[src/rtl/uart_pkg.sv]
// Shared definitions for the UART command framer.
// Contents: frame FSM state encoding, err_code values, default frame start marker.
package uart_pkg;

   typedef enum logic [2:0] {
      HUNT  = 3'd0,
      ADDR  = 3'd1,
      LEN   = 3'd2,
      DATA  = 3'd3,
      CSUM  = 3'd4,
      DRAIN = 3'd5
   } frame_state_t;

   localparam logic [2:0] ERR_NONE    = 3'd0;
   localparam logic [2:0] ERR_CSUM    = 3'd1;
   localparam logic [2:0] ERR_LEN     = 3'd2;
   localparam logic [2:0] ERR_TIMEOUT = 3'd3;
   localparam logic [2:0] ERR_OVERRUN = 3'd4;

   localparam logic [7:0] SYNC_BYTE_DEF = 8'hA5;

endpackage

[src/rtl/uart_frame_buf.sv]
// Payload buffer for one frame: MAX_LEN x 8 storage, write pointer, read pointer.
// Ports:
//   clk, rst_n   clock, synchronous active-low reset (pointers only)
//   clr          frame start: both pointers return to 0
//   wr_en        store wr_byte at the write pointer and advance it
//   wr_byte      payload byte to store
//   rd_adv       advance the read pointer (current entry consumed)
//   rd_byte      entry at the read pointer
module uart_frame_buf #(
   parameter int MAX_LEN = 16
) (
   input  logic       clk,
   input  logic       rst_n,
   input  logic       clr,
   input  logic       wr_en,
   input  logic [7:0] wr_byte,
   input  logic       rd_adv,
   output logic [7:0] rd_byte
);
   import uart_pkg::*;

   localparam int PW = (MAX_LEN > 1) ? $clog2(MAX_LEN) : 1;

   logic [7:0]    mem [MAX_LEN];
   logic [PW-1:0] wptr;
   logic [PW-1:0] rptr;

   always_ff @(posedge clk) begin
      if (!rst_n || clr) begin
         wptr <= '0;
         rptr <= '0;
      end else begin
         if (wr_en)  wptr <= wptr + PW'(1);
         if (rd_adv) rptr <= rptr + PW'(1);
      end
   end

   // Storage carries data only, so it is never reset.
   always_ff @(posedge clk) begin
      if (wr_en) mem[wptr] <= wr_byte;
   end

   assign rd_byte = mem[rptr];

endmodule

[src/rtl/uart_rx_cmd_ctrl.sv]
// Frames the UART receive byte stream (SYNC, ADDR, LEN, payload, CSUM) into
// register write commands, verifies the checksum and drains the buffered
// payload over a valid/ready write port. Reports and counts framing errors.
// Ports:
//   clk, rst_n          clock, synchronous active-low reset
//   rx_data, rx_finish  received byte and its one-cycle strobe
//   wr_valid, wr_ready  write command handshake
//   wr_addr, wr_data    write command (addr increments per payload byte)
//   frame_ok            one-cycle pulse: frame passed its checksum
//   frame_err           one-cycle pulse: frame discarded or byte dropped
//   err_code            cause of the last frame_err (held)
//   err_cnt             saturating error total
module uart_rx_cmd_ctrl
   import uart_pkg::*;
#(
   parameter int         MAX_LEN      = 16,
   parameter logic [7:0] SYNC_BYTE    = SYNC_BYTE_DEF,
   parameter int         TIMEOUT_CLKS = 43400
) (
   input  logic       clk,
   input  logic       rst_n,
   input  logic [7:0] rx_data,
   input  logic       rx_finish,
   output logic       wr_valid,
   input  logic       wr_ready,
   output logic [7:0] wr_addr,
   output logic [7:0] wr_data,
   output logic       frame_ok,
   output logic       frame_err,
   output logic [2:0] err_code,
   output logic [7:0] err_cnt
);

   localparam int         LW        = $clog2(MAX_LEN + 1);
   localparam int         TW        = $clog2(TIMEOUT_CLKS + 1);
   localparam logic [7:0] MAX_LEN_B = 8'(MAX_LEN);

   frame_state_t  state, state_nxt;
   logic [7:0]    addr, addr_nxt;
   logic [7:0]    sum, sum_nxt;
   logic [LW-1:0] len, len_nxt;
   logic [LW-1:0] cnt, cnt_nxt;
   logic [LW-1:0] cnt_inc;
   logic [TW-1:0] tmo_cnt;
   logic          in_frame;
   logic          tmo_exp;
   logic          ok_set;
   logic          err_set;
   logic [2:0]    code_set;
   logic          buf_clr;
   logic          buf_we;
   logic          buf_rd;
   logic [7:0]    buf_byte;

   uart_frame_buf #(.MAX_LEN(MAX_LEN)) u_buf (
      .clk     (clk),
      .rst_n   (rst_n),
      .clr     (buf_clr),
      .wr_en   (buf_we),
      .wr_byte (rx_data),
      .rd_adv  (buf_rd),
      .rd_byte (buf_byte)
   );

   assign cnt_inc  = cnt + LW'(1);
   assign in_frame = (state == ADDR) || (state == LEN) ||
                     (state == DATA) || (state == CSUM);
   // A byte arriving in the expiry cycle takes priority over the timeout.
   assign tmo_exp  = in_frame && !rx_finish &&
                     (tmo_cnt == TW'(TIMEOUT_CLKS - 1));

   always_comb begin
      state_nxt = state;
      addr_nxt  = addr;
      sum_nxt   = sum;
      len_nxt   = len;
      cnt_nxt   = cnt;
      ok_set    = 1'b0;
      err_set   = 1'b0;
      code_set  = err_code;
      buf_clr   = 1'b0;
      buf_we    = 1'b0;
      buf_rd    = 1'b0;
      wr_valid  = 1'b0;

      unique case (state)
         HUNT: begin
            if (rx_finish && rx_data == SYNC_BYTE) begin
               state_nxt = ADDR;
               cnt_nxt   = '0;
               buf_clr   = 1'b1;
            end
         end
         ADDR: begin
            if (rx_finish) begin
               addr_nxt  = rx_data;
               sum_nxt   = rx_data;
               state_nxt = LEN;
            end
         end
         LEN: begin
            if (rx_finish) begin
               if (rx_data > MAX_LEN_B) begin
                  err_set   = 1'b1;
                  code_set  = ERR_LEN;
                  state_nxt = HUNT;
               end else begin
                  len_nxt   = LW'(rx_data);
                  sum_nxt   = sum + rx_data;
                  state_nxt = (rx_data == 8'd0) ? CSUM : DATA;
               end
            end
         end
         DATA: begin
            if (rx_finish) begin
               buf_we  = 1'b1;
               sum_nxt = sum + rx_data;
               cnt_nxt = cnt_inc;
               if (cnt_inc == len) state_nxt = CSUM;
            end
         end
         CSUM: begin
            if (rx_finish) begin
               if (8'(sum + rx_data) == 8'd0) begin
                  ok_set    = 1'b1;
                  cnt_nxt   = '0;
                  state_nxt = (len == '0) ? HUNT : DRAIN;
               end else begin
                  err_set   = 1'b1;
                  code_set  = ERR_CSUM;
                  state_nxt = HUNT;
               end
            end
         end
         DRAIN: begin
            wr_valid = 1'b1;
            if (wr_ready) begin
               buf_rd  = 1'b1;
               cnt_nxt = cnt_inc;
               if (cnt_inc == len) state_nxt = HUNT;
            end
            // The receiver cannot be stalled, so a byte here is lost.
            if (rx_finish) begin
               err_set  = 1'b1;
               code_set = ERR_OVERRUN;
            end
         end
         default: state_nxt = HUNT;
      endcase

      if (tmo_exp) begin
         err_set   = 1'b1;
         code_set  = ERR_TIMEOUT;
         state_nxt = HUNT;
      end
   end

   // Outputs read zero outside of a drain, including straight after reset.
   assign wr_addr = wr_valid ? 8'(addr + 8'(cnt)) : 8'd0;
   assign wr_data = wr_valid ? buf_byte : 8'd0;

   always_ff @(posedge clk) begin
      if (!rst_n) begin
         state     <= HUNT;
         len       <= '0;
         cnt       <= '0;
         tmo_cnt   <= '0;
         frame_ok  <= 1'b0;
         frame_err <= 1'b0;
         err_code  <= ERR_NONE;
         err_cnt   <= 8'd0;
      end else begin
         state     <= state_nxt;
         len       <= len_nxt;
         cnt       <= cnt_nxt;
         frame_ok  <= ok_set;
         frame_err <= err_set;
         err_code  <= code_set;
         if (!in_frame || rx_finish) tmo_cnt <= '0;
         else                        tmo_cnt <= tmo_cnt + TW'(1);
         if (err_set && err_cnt != 8'hFF) err_cnt <= err_cnt + 8'd1;
      end
   end

   // Address and running checksum are pure data.
   always_ff @(posedge clk) begin
      addr <= addr_nxt;
      sum  <= sum_nxt;
   end

endmodule

[config.mk]
export PLATFORM = sky130hd
export DESIGN_NAME = uart_rx_cmd_ctrl
export DESIGN_NICKNAME = d
export VERILOG_FILES = /design/src/rtl/uart_pkg.sv /design/src/rtl/uart_frame_buf.sv /design/src/rtl/uart_rx_cmd_ctrl.sv
export SDC_FILE = /design/constraint.sdc
export NUM_CORES = 1
export LEC_CHECK = 0
export BUFFER_PORTS_ARGS = -buffer_cell sky130_fd_sc_hd__buf_2
export CELL_PAD_IN_SITES_DETAIL_PLACEMENT = 0
export CELL_PAD_IN_SITES_GLOBAL_PLACEMENT = 1
export CORE_MARGIN = 2
export CORE_UTILIZATION = 24
export CTS_CLUSTER_DIAMETER = 60
export DETAILED_ROUTE_END_ITERATION = 8
export PLACE_DENSITY = 0.5
export SLEW_MARGIN = 20
export SYNTH_ARGS = -nofsm -noshare
export SYNTH_HDL_FRONTEND = slang
export SYNTH_HIERARCHICAL = 1
export SYNTH_SLANG_ARGS = --single-unit
[constraint.sdc]
create_clock -name clk -period 4.1 [get_ports clk]
set_input_delay 0.41 -clock clk [delete_from_list [all_inputs] [get_ports clk]]
set_output_delay 0.41 -clock clk [all_outputs]
set_load 0.05 [all_outputs]
* After elaboration in Yosys (flattened, before gate mapping) *
Memories as Yosys holds them, arrays and structs flattened. A register that Yosys moved wholly into a read port is not among the register bits.
Cells that the tools add are included.

word-level totals
  memory bits (writable) = 128
  memories kept = 1
  register bits = 66
  latch bits = 0
  memory bits (read-only) = 0

cells by class
  multiplexer cells = 51
  multiply operators = 0
  reduce and logical (&&, ||, !) cells = 30
  div/mod/pow operators = 0
  $add $sub $neg = 7
  equal/unequal tests = 27
  magnitude comparators = 1
  bitwise gates (word level) = 2
  shift operators = 0

memory list
  name       words  bits a word  rd ports  clocked after memory_dff  write ports  RTL line              source
  u_buf.mem  16     8            1         1                         1            uart_frame_buf.sv:24  logic [7:0] mem [MAX_LEN];

operators with widths
  cell                                                                             number
  3-bit two-way mux                                                                17
  8-bit two-way mux                                                                6
  5-bit two-way mux                                                                5
  8-bit one-hot mux with 3 select lines                                            1
  2-bit inequality test, second input constant                                     10
  5-bit one-hot mux with 4 select lines                                            1
  3-bit one-hot mux with 6 select lines                                            1
  6-bit AND reduction                                                              3
  16-bit by 1-bit adder with 16-bit output, second input constant                  1
  16-bit == test, second input constant                                            1
  8-bit logical NOT                                                                2
  1-bit two-way mux                                                                15
  3-bit inequality test, second input constant                                     4
  3-bit one-hot mux with 3 select lines                                            1
  4-bit by 1-bit adder with 4-bit output, second input constant                    2
  8-bit by 1-bit adder with 8-bit output, second input constant                    1
  8-bit by 5-bit adder with 8-bit output                                           1
  8-bit adder                                                                      1
  8-bit == test, second input constant                                             1
  8-bit by 5-bit greater-than comparator with 1-bit output, second input constant  1
  4-bit two-way mux                                                                2
  8-bit inequality test, second input constant                                     1
  8-bit AND reduction                                                              1
  4-bit nonzero test                                                               2
  20 further kinds                                                                 37

* Longest topological paths before layout *
Gate-level depths: netlist (run 1).

  depth after elaboration = 8
  mapped depth = 10
  mapped depth without buffers = 9

* Hierarchy *
The synthesis (run 1) kept the hierarchy.

by module, submodules not included
  module            sequential area each (µm²)  cells an instance  times used  area an instance (µm²)
  uart_frame_buf    4083.9                      262                1           5457.7
  uart_rx_cmd_ctrl  1321.3                      398                1           3448.3

* Worst setup path before layout (run 1) *
No wires, ideal clock.

  kind = register to output
  start = register addr[0]
  end = output wr_addr[4]
  setup slack = 1.248 ns
  required time = 3.690 ns
  stages on the path, launching flop included = 7
  arrival = 2.442 ns
  path through = edfxtp_1 > ha_1 > fa_1 > a21o_1 > a21oi_1 > nor2b_1 > nor3_1

between the ends
  longest elaborated chain between the ends = 2

ends and longest elaborated chain
  item                                    RTL line                 source
  from (decl)                             uart_rx_cmd_ctrl.sv:39   logic [7:0] addr, addr_nxt;
  from (signal assigned)                  uart_rx_cmd_ctrl.sv:187  addr <= addr_nxt;
  8-bit by 5-bit adder with 8-bit output  uart_rx_cmd_ctrl.sv:159  assign wr_addr = wr_valid ? 8'(addr + 8'(cnt)) : 8'd0;
  8-bit two-way mux                       uart_rx_cmd_ctrl.sv:159
  to (decl)                               uart_rx_cmd_ctrl.sv:26   output logic [7:0] wr_addr,

Every way passes these cells.

* Worst setup path in the final report (run 1) *
  start = register cnt[0]
  end = output wr_addr[6]

between the ends
  longest elaborated chain between the ends = 2

ends and longest elaborated chain
  item                                    RTL line                 source
  from (decl)                             uart_rx_cmd_ctrl.sv:42   logic [LW-1:0] cnt, cnt_nxt;
  from (signal assigned)                  uart_rx_cmd_ctrl.sv:175  cnt <= cnt_nxt;
  8-bit by 5-bit adder with 8-bit output  uart_rx_cmd_ctrl.sv:159
  8-bit two-way mux                       uart_rx_cmd_ctrl.sv:159

Every way passes these cells.

==> reports/qor.json, run 1 <==
{
  "grt_pass1_wl_microns": 33850,
  "htree_num_levels": 4,
  "syn_avg_cell_area_sq_um": 13.49,
  "detail_route.wl_per_cell_microns": 18.62,
  "vdd.ir_drop.worst_uv": 281.8,
  "post_synth_num_cell_types": 66,
  "period_needed_ns": 2.989,
  "synth_async_reset_ratio_pct": 0,
  "max_cap_viol_count": 0,
  "mostFrequentLayoutCell": "sky130_fd_sc_hd__edfxtp_1",
  "numClockSinks": 198,
  "register_bit_total_from_synthesis": 198,
  "leading_cell_types_in_the_layout_fill_and_taps_excluded": "sky130_fd_sc_hd__edfxtp_1 (144), sky130_fd_sc_hd__nor2_1 (53), sky130_fd_sc_hd__dfxtp_1 (53)",
  "gp_congestion": 0.7117,
  "outcome": "finished, final reports clean",
  "clkSlewWorstSetupHoldPaths_ns": 0.07,
  "leakage_nw": 3.555,
  "effective_utilization_at_floorplan_pct": 24.33,
  "hold_path.class": "primary input to flop",
  "power.density_mw_per_mm2": 416.3,
  "worst-slew-pin-transition_ns": 0.5978,
  "fp.dieH_microns": 196.6,
  "postSynth.topFlopCell": "sky130_fd_sc_hd__edfxtp_1",
  "insertedDiodeCount": 0,
  "dp_hpwl_microns": 14660,
  "num-nets-final": 744,
  "fraction_of_final_layout_cells_with_drive_strength_greater_than_1_pct": 16.32,
  "final-setup-viol-count": 0,
  "grt_max_degree": 33,
  "crit_fanout": 6,
  "final_hold_viol_count": 0,
  "final-max-slew-violation-count": 0,
  "floorplan.core_area_sq_mm": 0.03661,
  "tritoncts_clock_tree": "done",
  "sum_of_routed_wire_length_over_all_layers_microns": 22170,
  "cts_post_setup_buffers_inserted": 0,
  "global_route.overflow_total": 0,
  "insertion_delay_ns": 0.44,
  "number_of_routed_nets_with_antenna_violations": 0,
  "instances_no_fill": 1191,
  "drt_iter0_drc": 297,
  "route.detailed.drc": 0,
  "reg2reg_slack_ns": 1.22,
  "antenna_violations_before_repair": 0,
  "cts_buffers": 17,
  "place_worst_setup_slack_ns": 1.024,
  "worst-endpoint-arrival_ns": 2.58,
  "die_area_sq_mm": 0.03867,
  "drt_pass1_iterations": 4,
  "yosysSeqAreaShare_pct": 60.69,
  "floorplan.rows": 70,
  "setup.worst_path.start_class": "flop",
  "grt_setup_unrepaired": "false",
  "groute.usage.overall_pct": 11.80,
  "detail_route.vias_per_cell": 4.571,
  "post-place-cells": 1159,
  "layout-area-overhead-vs-synth_pct": 15.59,
  "fp.dieW_microns": 196.6,
  "number_of_gates_resized_after_cts": 0,
  "synth_edf_count": 144,
  "clockBufferDepth": 2,
  "top_level_ports": 42,
  "post-route-worst-setup-slack_ns": 1.111,
  "required_ns": 3.69,
  "synth_nets": 694,
  "post_synth_inst_count": 660,
  "grt_pass1_vias": 5404,
  "worst_hold_slack_ns": 0.3857,
  "critical_path.endpoint_type": "primary output",
  "routed-via-count": 5444,
  "cts_hold_buffers": 0,
  "final.setup_skew_ns": 0.01072,
  "period_share_pct": 72.91,
  "clk_root_buffer_cell": "sky130_fd_sc_hd__clkbuf_16",
  "timing.setup.tns_ns": 0,
  "synth.cell_area_sq_mm": 0.008906,
  "place.port_buffers": 41,
  "yosysWarningCount": 6,
  "critPathKind": "flop to primary output",
  "highest_achievable_clock_rate_mhz": 334.5,
  "maxSlewHeadroom_pct": 60.06
}
-- final cells by class --
class / instances / area (sq um)
Fill cell: 3806 / 26320
Sequential cell: 198 / 5406
Multi-Input combinational cell: 425 / 3308
Tap cell: 468 / 585.6
Clock buffer: 17 / 425.4
Timing Repair Buffer: 56 / 317.8
Clock inverter: 15 / 206.4
Inverter: 12 / 45.04
-- logic make-up (layout without fill, tap and decap cells) --
group,Yosys count,count (layout),share of synthesized area [%]
AO/OA/AOI/OAI,99,99,7.137
XOR/XNOR,35,35,3.442
adder cells (fa/ha/maj),23,23,3.372
buffers and inverters,37,100,2.234
flip-flops,198,198,60.69
multiplexers,41,41,9.694
AND/OR/NAND/NOR,227,227,13.43
-- power by group --
group,switching [W],internal [W]
Clock,0.000841,0.000937
Combinational,0.000219,0.000101
Sequential,0.0000145,0.00217
Total,0.00107,0.00321
-- state kept, by name (all words and copies together) (netlist names), named ones only --
| register | count |
|---|---|
| tmo_cnt | 16 |
| addr | 8 |
| frame_err | 1 |
| cnt | 5 |
| len | 5 |
| sum | 8 |
| err_code | 3 |
| u_buf/wptr | 4 |
| u_buf/rptr | 4 |
| u_buf/mem | 128 |
| err_cnt | 8 |
| frame_ok | 1 |
| state | 3 |
-- Yosys cell counts (all sizes together), types with 3 or more instances --
cell type      count  share of area [%]
ha                20                2.8
nand3b             3               0.25
nand2             46                1.9
nor3b              5               0.48
mux2i              9                1.0
xnor2             19                1.9
edfxtp           144                 49
nand2b             4               0.28
inv               11               0.46
a22oi             17                1.4
clkdlybuf4s25      3               0.34
and2              21                1.5
and3              22                1.6
nand3             26                1.5
clkbuf            10               0.42
o21ai             30                1.7
xor2              16                1.6
a21oi             24                1.4
nor2              53                2.2
nor3              10               0.56
nor4               4               0.35
buf               12               0.97
nand4              6               0.49
o21a               4               0.34
nor2b              7               0.49
a21o               4               0.34
o31ai              3               0.25
dfxtp             54                 12
mux4              32                8.7
a211oi             4               0.39
or3                8               0.56
-- layer usage --
| layer | vias up | part of all wire [%] | global-route usage (%) |
|---|---|---|---|
| li1 | 2616 | - | - |
| met1 | 2734 | 50 | 16.76 |
| met2 | 84 | 46 | 18.31 |
| met3 | 10 | 3.2 | 2.430 |
| met4 | 0 | 1.0 | 3.147 |
| met5 | - | 0 | 0 |
-- final timing paths --
check	endpoint	start	depth (start not counted)
hold reg to reg	tmo_cnt[0]	tmo_cnt[0]	1
setup reg to reg	err_cnt[4]	sum[0]	9
setup / recovery	wr_addr[6]	cnt[0]	9
hold / removal	err_code[2]	rx_finish	3
-- worst max-delay path, stage by stage (launching register included) --
cell and delay (ns):
sky130_fd_sc_hd__dfxtp_1 0.38, sky130_fd_sc_hd__ha_1 0.24, sky130_fd_sc_hd__fa_1 0.42, sky130_fd_sc_hd__a21o_1 0.20, sky130_fd_sc_hd__a21oi_1 0.17, sky130_fd_sc_hd__nor2b_1 0.08, sky130_fd_sc_hd__o21ai_0 0.21, sky130_fd_sc_hd__xor2_1 0.10
sky130_fd_sc_hd__nor2_1 0.09, sky130_fd_sc_hd__buf_2 0.28
-- through the flow --
step,area (sq um),power [W],utilization [%]
3_5_place_dp,9663,0.002558,26.39
4_1_cts,10290,0.004345,28.12
6_report,10290,0.004286,28.12
2_1_floorplan,8906,0.002435,-
5_1_grt,10290,0.004469,28.12
3_3_place_gp,9663,0.002565,26.39
Power figures use the tool's default switching activity.
==> run 2, diff against run 1 <==
Settings changed: ABC_AREA set to 1, PLACE_DENSITY 0.5 to 0.53.
Clock period 4.1 ns to 3.1 ns, I/O delays scaled along.
==> reports/qor.json, run 2 <==
{
  "final-setup-viol-count": {"value": 0, "change": "unchanged"},
  "synth_edf_count": {"value": 144, "change": "unchanged"},
  "layout-area-overhead-vs-synth_pct": 16.32,
  "biggest_area_contributors_in_the_synthesized_netlist": "sky130_fd_sc_hd__edfxtp_1 (45%), sky130_fd_sc_hd__dfxtp_1 (11%), sky130_fd_sc_hd__nand2_1 (10%)",
  "critPathKind": "flop to primary output",
  "crit_fanout": {"value": 5, "change": "-1"},
  "antenna_violations_before_repair": {"value": 0, "change": "unchanged"},
  "worst-slew-pin-transition": {"value": 0.7491, "unit": "ns", "change": "+0.1513 ns"},
  "register_bit_total_from_synthesis": {"value": 198, "change": "unchanged"},
  "clkSlewWorstSetupHoldPaths": {"value": 0.07, "unit": "ns", "change": "about the same"},
  "global_route.overflow_total": {"value": 0, "change": "unchanged"},
  "multi_input_area": {"value": 0.003234, "unit": "sq mm", "change": "-2.2%"},
  "num-nets-final": {"value": 1168, "change": "+57%"},
  "post_synth_inst_count": {"value": 1070, "change": "+62%"},
  "n_fill_cell": {"value": 4203, "change": "+10%"},
  "rr_worst_depth": {"value": 15, "change": "+6"},
  "effective_utilization_at_floorplan": {"value": 24.16, "unit": "%", "change": "-0.17 points"},
  "synth_area_leader_cell": "sky130_fd_sc_hd__edfxtp_1",
  "routed-via-count": {"value": 6897, "change": "+27%"},
  "numClockSinks": {"value": 198, "change": "unchanged"},
  "synth_nets": {"value": 1104, "change": "+59%"},
  "post_synth_most_frequent_cells": "sky130_fd_sc_hd__nand2_1 (261), sky130_fd_sc_hd__inv_1 (178), sky130_fd_sc_hd__edfxtp_1 (144)",
  "top_level_ports": {"value": 42, "change": "unchanged"},
  "yosysWarningCount": {"value": 6, "change": "unchanged"},
  "bufs_and_invs_on_worst_path": {"value": 2, "change": "+1"},
  "place.port_buffers": {"value": 41, "change": "unchanged"},
  "flip_flop_count_of_the_largest_register_after_layout": {"value": 128, "change": "unchanged"},
  "final.setup_skew": {"value": 0.01518, "unit": "ns", "change": "+0.004466 ns"},
  "cts_buffers": {"value": 17, "change": "unchanged"},
  "hold_path.class": "primary input to flop",
  "number_of_gates_resized_after_cts": {"value": 0, "change": "unchanged"},
  "critical_path.endpoint_type": "primary output",
  "drt_pass1_iterations": {"value": 4, "change": "unchanged"},
  "timing.setup.tns": {"value": 0, "unit": "ns", "change": "unchanged"},
  "detail_route.vias_per_cell": {"value": 4.125, "change": "-9.8%"},
  "final-max-slew-violation-count": {"value": 0, "change": "unchanged"},
  "cts_post_setup_buffers_inserted": {"value": 0, "change": "unchanged"},
  "leading_cell_types_in_the_layout_fill_and_taps_excluded": "sky130_fd_sc_hd__nand2_1 (261), sky130_fd_sc_hd__inv_1 (178), sky130_fd_sc_hd__edfxtp_1 (144)",
  "insertedDiodeCount": {"value": 0, "change": "unchanged"},
  "route.detailed.drc": {"value": 0, "change": "unchanged"},
  "worst-endpoint-arrival": {"value": 2.50, "unit": "ns", "change": "-0.08 ns"},
  "cts_hold_buffers": {"value": 0, "change": "unchanged"},
  "htree_num_levels": {"value": 4, "change": "unchanged"},
  "power.density": {"value": 521.4, "unit": "mW/mm^2", "change": "+25%"},
  "timing.critical_path.depth": {"value": 12, "change": "+3"},
  "grt_pass1_vias": {"value": 6706, "change": "+24%"},
  "grt_setup_unrepaired": "false",
  "synth-simple-area-share": {"value": 23.97, "unit": "%", "change": "+11 points"},
  "setup.worst_path.start_class": "flop",
  "required": {"value": 2.79, "unit": "ns", "change": "-0.90 ns"},
  "grt_max_degree": {"value": 65, "change": "+97%"},
  "groute.usage.overall": {"value": 12.47, "unit": "%", "change": "+0.67 points"},
  "final_hold_viol_count": {"value": 0, "change": "unchanged"},
  "clk_root_buffer_cell": "sky130_fd_sc_hd__clkbuf_16",
  "post_synth_num_cell_types": {"value": 37, "change": "-44%"},
  "fp.dieH": {"value": 203.3, "unit": "microns", "change": "+3.4%"},
  "synth_async_reset_ratio": {"value": 0, "unit": "%", "change": "unchanged"},
  "min_delay_path_depth": {"value": 3, "change": "unchanged"},
  "regMostFlops": "u_buf/mem",
  "detail_route.wl_per_cell": {"value": 14.84, "unit": "microns", "change": "-20%"},
  "crit_path_top_delay_cell": "sky130_fd_sc_hd__edfxtp_1",
  "die_area": {"value": 0.04132, "unit": "sq mm", "change": "+6.9%"},
  "synthAdderAreaFrac": {"value": 3.045, "unit": "%", "change": "-0.33 points"},
  "synthMuxAreaShare": {"value": 0, "unit": "%", "change": "-9.7 points"},
  "period_needed_ns": 2.811,
  "dp_hpwl": {"value": 16440, "unit": "microns", "change": "+12%"},
  "max_cap_viol_count": {"value": 0, "change": "unchanged"},
  "yosysSeqAreaShare": {"value": 56.71, "unit": "%", "change": "-4.0 points"},
  "final_util": {"value": 28.10, "unit": "%", "change": "about the same"},
  "drt_iter0_drc": {"value": 311, "change": "+4.7%"},
  "period_share_pct": 90.66,
  "reg.largest.list": "u_buf/mem x128, tmo_cnt x16",
  "number_of_routed_nets_with_antenna_violations": {"value": 0, "change": "unchanged"},
  "timing.critical_path.max_delay_family": "simple AND/OR/NAND/NOR gates",
  "gp_congestion": {"value": 0.7667, "change": "+7.7%"},
  "mostFrequentLayoutCell": "sky130_fd_sc_hd__nand2_1",
  "worst_path_largest_cell_delay": {"value": 0.37, "unit": "ns", "change": "-0.05 ns"},
  "postSynth.topFlopCell": "sky130_fd_sc_hd__edfxtp_1",
  "syn_avg_cell_area": {"value": 8.908, "unit": "sq um", "change": "-34%"},
  "fraction_of_final_layout_cells_with_drive_strength_greater_than_1": {"value": 12.38, "unit": "%", "change": "-3.9 points"},
  "synth_compound_gate_area_share": {"value": 5.133, "unit": "%", "change": "-2.0 points"},
  "floorplan.core_area": {"value": 0.03946, "unit": "sq mm", "change": "+7.8%"},
  "grt_pass1_wl": {"value": 39190, "unit": "microns", "change": "+16%"},
  "leakage": {"value": 4.668, "unit": "nW", "change": "+31%"},
  "clockBufferDepth": {"value": 2, "change": "unchanged"},
  "synth.top_cell.area_share": {"value": 45.37, "unit": "%", "change": "-3.2 points"},
  "tritoncts_clock_tree": "done",
  "floorplan.rows": {"value": 73, "change": "+4.3%"},
  "area.sequential": {"value": 0.005406, "unit": "sq mm", "change": "unchanged"},
  "fp.dieW": {"value": 203.3, "unit": "microns", "change": "+3.4%"},
  "post_synth_xor_area_fraction": {"value": 1.746, "unit": "%", "change": "-1.7 points"},
  "maxSlewHeadroom": {"value": 49.88, "unit": "%", "change": "-10 points"},
  "combinational_family_with_the_most_area_after_synthesis": "simple AND/OR/NAND/NOR gates",
  "vdd.ir_drop.worst": {"value": 365.4, "unit": "uV", "change": "+30%"},
  "outcome": "finished, final reports clean",
  "yosys.cell_count.top_type": "sky130_fd_sc_hd__nand2_1",
  "synth.cell_area": {"value": 0.009532, "unit": "sq mm", "change": "+7.0%"},
  "insertion_delay": {"value": 0.44, "unit": "ns", "change": "about the same"},
  "sum_of_routed_wire_length_over_all_layers": {"value": 24820, "unit": "microns", "change": "+12%"},
  "critPathMostFrequentCell": "sky130_fd_sc_hd__nand2_1",
  "highest_achievable_clock_rate_mhz": 355.8,
  "critical_path.cell_chain": "ha_1, a21oi_1, nand2_1, nand2_1, inv_1, or2_2, a21oi_2, nor2_1, nand2_1, o21ai_0, nor2_1, buf_2"
}
-- run 2: changes by cell type in the layout (fill, tap and decap cells not counted), moves of 21 or more --
cell,delta
sky130_fd_sc_hd__inv_1,+167
sky130_fd_sc_hd__a21oi_1,+22
sky130_fd_sc_hd__nand2_1,+215
sky130_fd_sc_hd__nor2_1,+40
sky130_fd_sc_hd__nand3_1,+104
sky130_fd_sc_hd__and2_1,-21
sky130_fd_sc_hd__and3_1,-21
-- run 2: worst paths after layout --
check / start / to / slack, ns
max: addr[2] / wr_addr[7] / 0.29
min: rx_finish / err_code[2] / 0.21
min reg2reg: tmo_cnt[0] / tmo_cnt[0] / 0.45
max reg2reg: sum[0] / err_cnt[1] / 0.73
-- run 2: power by group --
part / switching (W) / internal, W
Sequential: 0.0000522 / 0.00289
Combinational: 0.000333 / 0.000173
Clock: 0.00111 / 0.00123
-- run 2: cell families (layout without fill, tap and decap cells) --
kind of cell	Yosys count	after routing
fa+ha+maj	22	22
simple gates	525	525
flops	198	198
xor+xnor	19	19
compound gates	92	92
buf+inv	214	291
-- run 2: worst min-delay path, delay by kind of cell --
kind / cells / cell delay, ns
AOI/OAI and AO/OA: 1 / 0.06
buffers and inverters: 1 / 0.15
and+or+nand+nor: 1 / 0.08
-- run 2: metal layers --
layer / track usage (%) / part of all wire (%) / up-vias / routed length (microns)
met3: 2.157 / 2.7 / 10 / 678
met5: 0 / 0 / - / 0
met4: 2.503 / 0.66 / 0 / 163
li1: - / - / 3577 / -
met2: 20.50 / 47 / 73 / 11610
met1: 17.24 / 50 / 3237 / 12360
-- run 2: per-stage QoR --
stage | power, W | setup slack (ns) | cell area, sq um | hold slack (ns) | instances
finish | 0.005781 | 0.2894 | 11090 | 0.2098 | 1672
global route | 0.006050 | 0.04302 | 11090 | 0.2230 | 1672
CTS | 0.005858 | 0.2015 | 11080 | 0.1938 | 1672
detailed placement | 0.003510 | 0.5429 | 10470 | 0.4396 | 1640
global placement | 0.003515 | 0.5590 | 10470 | 0.4297 | 1640
floorplan | 0.003334 | 0.4777 | 9532 | 0.4089 | 1070
-- run 2: final cells by class --
| cell class | count | area share (%) |
|---|---|---|
| Tap cell | 525 | 5.925 |
| Clock inverter | 15 | 1.659 |
| Sequential cell | 198 | 48.76 |
| Multi-Input combinational cell | 658 | 29.17 |
| Timing Repair Buffer | 76 | 4.446 |
| Inverter | 183 | 6.196 |
| Clock buffer | 17 | 3.837 |
